===== src/rtl/hf_tag_manchester_decoder.sv =====
// rtl/hf_tag_manchester_decoder.sv - Manchester subcarrier bit decoder for the HF tag receive path
module hf_tag_manchester_decoder #(
    parameter int HALF_THRESH = 2
) (
    input  logic       osc_clk,
    input  logic       nreset,
    input  logic       enable,
    input  logic       slot_stb,
    input  logic       curbit,
    output logic [7:0] data_out,
    output logic [3:0] data_nbits,
    output logic       parity_ok,
    output logic       data_valid,
    output logic       sof,
    output logic       eof,
    output logic       coll_err,
    output logic       frame_active
);

    typedef enum logic [1:0] {S_IDLE, S_SOF, S_DATA} state_e;
    typedef enum logic [1:0] {B_ZERO, B_ONE, B_NONE, B_COLL} bit_cls_e;

    localparam logic [2:0] THR = 3'(HALF_THRESH);

    state_e     state_q;
    logic [2:0] slot_q;
    logic [2:0] cnt1_q;
    logic [2:0] cnt2_q;
    logic [3:0] bit_cnt_q;
    logic [8:0] shreg_q;
    logic [7:0] data_out_q;
    logic [3:0] data_nbits_q;
    logic       parity_ok_q;
    logic       data_valid_q;
    logic       sof_q;
    logic       eof_q;
    logic       coll_err_q;
    logic       frame_active_q;

    logic [2:0] cnt1_d;
    logic [2:0] cnt2_d;
    logic [8:0] shreg_d;
    bit_cls_e   cls;

    // The slot-7 sample still has to be folded into the second half before classifying.
    always_comb begin
        cnt1_d = cnt1_q + {2'b00, curbit};
        cnt2_d = cnt2_q + {2'b00, curbit};
        cls    = B_NONE;
        if ((cnt1_q >= THR) && (cnt2_d >= THR)) begin
            cls = B_COLL;
        end else if (cnt1_q >= THR) begin
            cls = B_ONE;
        end else if (cnt2_d >= THR) begin
            cls = B_ZERO;
        end
        shreg_d            = shreg_q;
        shreg_d[bit_cnt_q] = (cls == B_ONE);
    end

    always_ff @(negedge osc_clk or negedge nreset) begin
        if (!nreset) begin
            state_q        <= S_IDLE;
            slot_q         <= 3'd0;
            cnt1_q         <= 3'd0;
            cnt2_q         <= 3'd0;
            bit_cnt_q      <= 4'd0;
            shreg_q        <= 9'd0;
            data_out_q     <= 8'd0;
            data_nbits_q   <= 4'd0;
            parity_ok_q    <= 1'b0;
            data_valid_q   <= 1'b0;
            sof_q          <= 1'b0;
            eof_q          <= 1'b0;
            coll_err_q     <= 1'b0;
            frame_active_q <= 1'b0;
        end else begin
            data_valid_q <= 1'b0;
            sof_q        <= 1'b0;
            eof_q        <= 1'b0;
            coll_err_q   <= 1'b0;
            if (!enable) begin
                state_q        <= S_IDLE;
                slot_q         <= 3'd0;
                cnt1_q         <= 3'd0;
                cnt2_q         <= 3'd0;
                bit_cnt_q      <= 4'd0;
                shreg_q        <= 9'd0;
                frame_active_q <= 1'b0;
            end else if (slot_stb) begin
                case (state_q)
                    S_IDLE: begin
                        if (curbit) begin
                            state_q <= S_SOF;
                            slot_q  <= 3'd1;
                            cnt1_q  <= 3'd1;
                            cnt2_q  <= 3'd0;
                        end
                    end
                    default: begin
                        if (slot_q != 3'd7) begin
                            slot_q <= slot_q + 3'd1;
                            if (slot_q[2]) begin
                                cnt2_q <= cnt2_d;
                            end else begin
                                cnt1_q <= cnt1_d;
                            end
                        end else begin
                            slot_q <= 3'd0;
                            cnt1_q <= 3'd0;
                            cnt2_q <= 3'd0;
                            if (state_q == S_SOF) begin
                                if (cls == B_ONE) begin
                                    sof_q          <= 1'b1;
                                    frame_active_q <= 1'b1;
                                    state_q        <= S_DATA;
                                    bit_cnt_q      <= 4'd0;
                                    shreg_q        <= 9'd0;
                                end else begin
                                    state_q <= S_IDLE;
                                end
                            end else begin
                                case (cls)
                                    B_ZERO, B_ONE: begin
                                        if (bit_cnt_q == 4'd8) begin
                                            data_valid_q <= 1'b1;
                                            data_out_q   <= shreg_q[7:0];
                                            data_nbits_q <= 4'd8;
                                            parity_ok_q  <= ^shreg_d;
                                            bit_cnt_q    <= 4'd0;
                                            shreg_q      <= 9'd0;
                                        end else begin
                                            shreg_q   <= shreg_d;
                                            bit_cnt_q <= bit_cnt_q + 4'd1;
                                        end
                                    end
                                    B_NONE: begin
                                        eof_q          <= 1'b1;
                                        frame_active_q <= 1'b0;
                                        state_q        <= S_IDLE;
                                        if (bit_cnt_q != 4'd0) begin
                                            data_valid_q <= 1'b1;
                                            data_out_q   <= shreg_q[7:0];
                                            data_nbits_q <= bit_cnt_q;
                                            parity_ok_q  <= 1'b0;
                                        end
                                        bit_cnt_q <= 4'd0;
                                        shreg_q   <= 9'd0;
                                    end
                                    default: begin
                                        coll_err_q     <= 1'b1;
                                        frame_active_q <= 1'b0;
                                        state_q        <= S_IDLE;
                                        bit_cnt_q      <= 4'd0;
                                        shreg_q        <= 9'd0;
                                    end
                                endcase
                            end
                        end
                    end
                endcase
            end
        end
    end

    assign data_out     = data_out_q;
    assign data_nbits   = data_nbits_q;
    assign parity_ok    = parity_ok_q;
    assign data_valid   = data_valid_q;
    assign sof          = sof_q;
    assign eof          = eof_q;
    assign coll_err     = coll_err_q;
    assign frame_active = frame_active_q;

endmodule


===== config.mk =====
export PLATFORM = sky130hd
export DESIGN_NAME = hf_tag_manchester_decoder
export DESIGN_NICKNAME = d
export VERILOG_FILES = /design/src/rtl/hf_tag_manchester_decoder.sv
export SDC_FILE = /design/constraint.sdc
export NUM_CORES = 1
export LEC_CHECK = 0
export CAP_MARGIN = 20
export CORE_UTILIZATION = 50
export DETAILED_ROUTE_END_ITERATION = 8
export GPL_ROUTABILITY_DRIVEN = 0
export PLACE_DENSITY = 0.68
export SLEW_MARGIN = 20
export SYNTH_ARGS = -nofsm -noshare
export SYNTH_HDL_FRONTEND = slang
export SYNTH_SLANG_ARGS = --single-unit

===== constraint.sdc =====
create_clock -name osc_clk -period 5.9 [get_ports osc_clk]
set_clock_uncertainty 0.05 [all_clocks]
set_input_delay 1.18 -clock osc_clk [delete_from_list [all_inputs] [get_ports osc_clk]]
set_output_delay 1.18 -clock osc_clk [all_outputs]
set_load 0.05 [all_outputs]

==> results of run 1 <==
-- layout by cell type (no fill, tap or decap), types with 5 or more instances in the layout --
cell / instances
clkdlybuf4s50_1: 20
o21ai_1: 8
a21oi_1: 6
clkbuf_8: 6
inv_1: 9
nor2_1: 14
o21ai_0: 29
nor2b_1: 6
a22o_1: 11
nand2_1: 23
xnor2_1: 5
buf_4: 23
ha_1: 11
dfrtn_1: 42
mux2_2: 5
-- per-stage QoR --
step | setup slack [ns] | hold WS [ns] | TNS (ns) | power, µW | instances
2_1_floorplan | -0.218 | 0.354 | -1.04 | 328 | 242
3_3_place_gp | -0.709 | 0.375 | -17.54 | 349 | 328
3_5_place_dp | -0.758 | 0.378 | -18.46 | 350 | 328
4_1_cts | 0.0112 | 0.378 | 0 | 583 | 336
5_1_grt | -0.0665 | 0.403 | -0.572 | 602 | 338
6_report | 0.00505 | 0.371 | 0 | 581 | 338
-- power by group --
group | switching, µW | internal, µW | total (µW)
clock network | 98.1 | 135 | 234
logic | 31.4 | 20.3 | 51.7
registers | 3.52 | 293 | 296
total | 133 | 448 | 581
-- worst max-delay path, cell delays in order --
cell      delay [ns]
buf_2           0.12
ha_4            0.16
ha_4            0.17
xnor2_4         0.15
nand2b_4        0.09
inv_4           0.06
ha_4            0.20
inv_2           0.09
buf_4           0.15
a21oi_1         0.13
o21ai_1         0.09
xnor3_1         0.38
o21ai_1         0.06
-- registers in the layout (all words and copies together) (netlist names), 2 cells and up --
signal,cells
shreg_q,9
data_out,8
bit_cnt_q,4
data_nbits,4
cnt1_q,3
cnt2_q,3
slot_q,3
state_q,2
-- cell families after synthesis --
group / share of synthesized area
flip-flops: 0.440
AO/OA/AOI/OAI: 0.182
multiplexers: 0.0550
buffers and inverters: 0.0419
AND/OR/NAND/NOR: 0.159
adder cells (fa/ha/maj): 0.0733
XOR/XNOR: 0.0497
-- metal layers --
layer / up-vias / track usage / routed length [µm] / part of all wire
li1: 936 / - / - / -
met1: 926 / 0.343 / 2590 / 0.49
met2: 52 / 0.365 / 2400 / 0.45
met3: 8 / 0.0313 / 237 / 0.045
met4: 0 / 0.0756 / 57 / 0.011
met5: - / 0 / 0 / 0
-- layout make-up --
class                      instances  area (µm²)
multi-input combinational        181        1380
inverter                          11        43.8
clock buffer                       6        82.6
sequential                        42        1050
timing repair buffer              45         383
tap                               52        65.1
clock inverter                     1        30.0
fill                             367        1440
-- final timing paths --
kind | startpoint | end | slack, ns
worst max-delay path | curbit | parity_ok | 0.005
worst min-delay path | data_nbits[2] | data_nbits[2] | 0.37
worst max register to register | cnt2_q[0] | parity_ok | 3.57
worst min register to register | data_nbits[2] | data_nbits[2] | 0.37
max in group asynchronous | nreset | shreg_q[4] | 1.88
min in group asynchronous | nreset | shreg_q[8] | 3.64
-- timing repair --
action                                  in CTS  in global routing
endpoints found under the setup margin      28                 20
setup buffers                                1                  2
gates cloned                                 1                  0
gates resized for setup                      7                 10
pin swaps                                    6                  3
==> metrics.log, run 1 <==
INFO  metric run_status = finished, violations left
INFO  metric violations = DRC
INFO  metric placeable_core_region = 4470 µm²
INFO  metric numClockSinks = 42
INFO  metric synthDistinctLibCells = 43
INFO  metric route.vias.total = 1922
INFO  metric timing.final.hold_violations = 0
INFO  metric die_area = 5060 µm²
INFO  metric flow.area_growth_from_synthesis = 27.2%
INFO  metric final_design_area_no_fill = between 3000 and 4000 µm²
INFO  metric clockRootBuffer = clkbuf_8
INFO  metric clk_latency = 0.30 ns
INFO  metric worst_hold_path.num_cells = 2
INFO  metric avgViaCountPerCell = 5.69
INFO  metric p_per_area = 191 nW/µm²
INFO  metric first_pass_grt_wire_length = 9.25 mm
INFO  metric cp.required = 3.05 ns
INFO  metric clock_transition_time_at_the_flip_flop_clock_pins_of_the_worst_setup_and_hold_paths = 0.06 ns
INFO  metric slew_limit_fails = 0
INFO  metric yosysMostFrequentCell = dfrtn_1
INFO  metric syn-num-nets = 261
INFO  metric power.leakage = 0.00136 µW
INFO  metric synthesis.yosys.warnings = 0
INFO  metric crit_path_start_kind = input pin
INFO  metric placed_standard_cell_area = roughly 2800 µm²
INFO  metric initial_utilization = 0.534
INFO  metric drive_above_1_share = 0.234
INFO  metric synthesis.area = between 2000 and 2500 µm²
INFO  metric worst_slew_pin_slew = 0.692 ns
INFO  metric setup_viol = 0
INFO  metric post_synth_edffs = 0
INFO  metric clock_tree.htree_level_count = 2
INFO  metric post_cts_hold_buffer_count = 0
INFO  metric cap_violations = 0
INFO  metric hold_path.class = reg -> reg
INFO  metric synth_largest_type_area_fraction = 0.440
INFO  metric rr_worst_depth = 12
INFO  metric antenna_found_initial = 0
INFO  metric ios = 23
INFO  metric crit_path_end_kind = register
INFO  metric die-width = 71.1 µm
INFO  metric netlist_top_cells_count = dfrtn_1 (42), o21ai_0 (36), nand2_1 (24)
INFO  metric grt_overflow = 0
INFO  metric synth.ff_latch_count = 42
INFO  metric postLayoutCoreUtil = 0.679
INFO  metric yosysSeqAreaShare = 0.440
INFO  metric worst-path-max-fanout = 9
INFO  metric async_flop_share = 1.00
INFO  metric synthDominantAreaCellType = dfrtn_1
INFO  metric synthesis.instances = 242
INFO  metric num_antenna_cells = 0
INFO  metric global_route.usage.total = 0.236
INFO  metric rsz0062_at_grt = true
INFO  metric final_nets = 305
INFO  metric number_of_drc_violations_after_detailed_routing = 2
INFO  metric ys_top_cells_by_area = dfrtn_1 (44%), o21ai_0 (7.5%), ha_1 (7.3%), a22o_1 (4.0%), nand2_1 (3.8%)
INFO  metric grt_start_max_net_pins = 23
INFO  metric route.final.wire_length = 5.29 mm
INFO  metric cts_buffers = 5
INFO  metric fp.dieH = between 70 and 80 µm
INFO  metric via_count_of_the_first_global_routing_pass = approximately 1900
INFO  metric cts_tree = yes
INFO  metric syn_area_per_cell = 9.88 µm²
INFO  metric most_used_flip_flop_cell_after_synthesis = dfrtn_1
INFO  metric drtAntennaViolNets = 0
INFO  metric relSlewSlack = 0.538
INFO  metric post_drt_wl_per_cell = ~16 µm
INFO  metric cts_buffer_depth = 2
INFO  metric std_cell_rows = 24
INFO  metric timing.setup.critical_path_class = in -> reg
INFO  metric drt_pass1_iterations = 6
INFO  metric placement.io_buffers = 22
INFO  metric dr.first_iter.drc_count = 219
INFO  metric vdd.ir_drop.worst = between 0.15 and 0.2 mV
INFO  metric worst-endpoint-arrival = 3.04 ns
INFO  metric post-dp-hpwl = 3.76 mm
Power figures use the tool's default switching activity.
==> inputs of run 2 (changes only) <==
==> constraint.sdc (replaced) <==
create_clock -name osc_clk -period 5.9 [get_ports osc_clk]
set_clock_uncertainty 0.05 [all_clocks]
set_input_delay 1.18 -clock osc_clk [delete_from_list [all_inputs] [get_ports osc_clk]]
set_output_delay 1.18 -clock osc_clk [all_outputs]
set_load 0.1 [all_outputs]
==> run 2 against run 1 <==
Compared with the run above: the flow finishes with violations (DRC, setup timing); cell count is 0.30% higher; global-route usage fell by 2.1 points; routed wire length is 3.4% lower; highest routed layer unchanged; core utilization decreased by 1.5 points; combinational power fell by 2%; design area shrank 2.2%; via count is 3.4% lower; first-iteration DRC count shrank 29%.
==> metrics.log, run 2 (synthesized netlist as in run 1, its figures left out) <==
INFO  metric grt_start_max_net_pins = 35
INFO  metric p_per_area = 193 nW/µm²
INFO  metric timing.final.hold_violations = 0
INFO  metric mostFrequentLayoutCells = dfrtn_1 (42), buf_4 (40), o21ai_0 (29)
INFO  metric global_route.usage.total = 0.215
INFO  metric route.final.wire_length = 5.11 mm
INFO  metric post_drt_wl_per_cell = 15.1 µm
INFO  metric clockRootBuffer = clkbuf_8
INFO  metric drt_pass1_iterations = 6
INFO  metric via_count_of_the_first_global_routing_pass = around 1700
INFO  metric setup_viol = 1
INFO  metric fill_cells = 386
INFO  metric grt_overflow = 0
INFO  metric placement.io_buffers = 22
INFO  metric drive_above_1_share = 0.286
INFO  metric die_area = 5060 µm²
INFO  metric violations = DRC, setup timing
INFO  metric ios = 23
INFO  metric final.setup.tns = -0.00291 ns
INFO  metric cap_violations = 0
INFO  metric std_cell_rows = 24
INFO  metric fp.dieH = 71.1 µm
INFO  metric worst_hold_path.num_cells = 1
INFO  metric critical_path.slowest_cell = xnor3_1
INFO  metric worst-endpoint-arrival = 3.06 ns
INFO  metric worst_slew_pin_slew = 0.732 ns
INFO  metric hold_path.class = reg -> reg
INFO  metric hold-worst-slack = 0.376 ns
INFO  metric die-width = 71.1 µm
INFO  metric timing.setup.critical_path_class = in -> reg
INFO  metric rr_worst_depth = 12
INFO  metric crit_path_start_kind = input pin
INFO  metric vdd.ir_drop.worst = approximately 0.12 mV
INFO  metric cp.required = slightly above 3 ns
INFO  metric post_cts_hold_buffer_count = 0
INFO  metric placed_standard_cell_area = 2810 µm²
INFO  metric avgViaCountPerCell = between 5 and 6
INFO  metric cp.buffers_inverters = 3
INFO  metric layout.cells.most_common = dfrtn_1
INFO  metric power.leakage = 0.00139 µW
INFO  metric first_pass_grt_wire_length = 8.27 mm
INFO  metric largest_register_ffs = 9
INFO  metric number_of_drc_violations_after_detailed_routing = 5
INFO  metric crit_family = XOR/XNOR gates
INFO  metric worst-path-max-fanout = 4
INFO  metric route.vias.total = 1857
INFO  metric final.setup.worst_slack = -0.00291 ns
INFO  metric clock_transition_time_at_the_flip_flop_clock_pins_of_the_worst_setup_and_hold_paths = about 0.06 ns
INFO  metric drtAntennaViolNets = 0
INFO  metric clock_tree.htree_level_count = 2
INFO  metric cts_tree = yes
INFO  metric cp_common_cell = ha_4
INFO  metric run_status = finished, violations left
INFO  metric regToRegSetupSlack = ~3.5 ns
INFO  metric flow.area_growth_from_synthesis = 24.3%
INFO  metric crit_path_end_kind = register
INFO  metric dr.first_iter.drc_count = 155
INFO  metric largest-register = shreg_q
INFO  metric antenna_found_initial = 0
INFO  metric final_design_area_no_fill = roughly 3000 µm²
INFO  metric post-dp-hpwl = about 3.7 mm
INFO  metric slew_limit_fails = 0
INFO  metric final_nets = 305
INFO  metric crit_cells = 13
INFO  metric num_antenna_cells = 0
INFO  metric numClockSinks = between 40 and 50
INFO  metric placeable_core_region = 4470 µm²
INFO  metric cts_buffer_depth = 2
INFO  metric cts_buffers = 5
INFO  metric initial_utilization = 0.534
INFO  metric rsz0062_at_grt = true
INFO  metric relSlewSlack = 0.512
INFO  metric clk_latency = 0.30 ns
INFO  metric power = 573 µW
INFO  metric timing.critical_path.slowest_cell_delay = 0.39 ns
INFO  metric cp_cell_sequence = buf_6, ha_4, ha_4, xnor2_4, nand2b_4, inv_4, ha_4, buf_6, a22o_1, a32oi_1, o21ai_1, xnor3_1, o21ai_1
==> run 2: repair_timing <==
item                                    CTS  global route
setup buffers                             1             0
resized for setup                         7             4
endpoints found under the setup margin   27            14
pin swaps                                 6             2
cloned                                    0             1
==> run 2: per-layer routing <==
| metal | share of wire | global-route usage | up-vias |
|---|---|---|---|
| li1 | - | - | 943 |
| met1 | 0.52 | 0.318 | 859 |
| met2 | 0.42 | 0.311 | 45 |
| met3 | 0.045 | 0.0299 | 10 |
| met4 | 0.020 | 0.100 | 0 |
| met5 | 0 | 0 | - |
==> run 2: path summary, 6_finish.rpt <==
kind | start | to
max | curbit | parity_ok
min | cnt1_q[2] | cnt1_q[2]
max reg2reg | cnt2_q[0] | parity_ok
min reg2reg | cnt1_q[2] | cnt1_q[2]
max in group asynchronous | nreset | cnt2_q[0]
min in group asynchronous | nreset | eof
==> run 2: where the power goes <==
group	switching, µW	total (µW)	internal [µW]
Combinational	30.0	50.5	20.5
Sequential	3.30	296	293
Clock	102	227	125
==> run 2: area by class of cell <==
type,count,area (µm²),share of cell area
well taps,52,65.1,0.0219
multi-input cells,181,1360,0.456
inverters,11,43.8,0.0147
clock buffers,5,68.8,0.0232
repair buffers,45,348,0.117
clock inverters,3,40.0,0.0135
flip-flops and latches,42,1050,0.354
==> run 2: worst reg2reg max path, cell delays in order, from the launching register on <==
cell and delay, ns:
dfrtn_1 0.37, ha_4 0.18, ha_4 0.17, xnor2_4 0.14
nand2b_4 0.09, inv_4 0.04, ha_4 0.17, buf_6 0.12
a22o_1 0.19, a32oi_1 0.14, o21ai_1 0.10, xnor3_1 0.39
o21ai_1 0.08
==> run 2: through the flow <==
stage | worst slack (ns) | utilization | std cells
after floorplan | -0.220 | - | 242
after global placement | -0.698 | 0.628 | 329
after detailed placement | -0.763 | 0.628 | 329
final | -0.00291 | 0.664 | 339
after CTS | -0.0127 | 0.658 | 338
after global routing | -0.0870 | 0.664 | 339
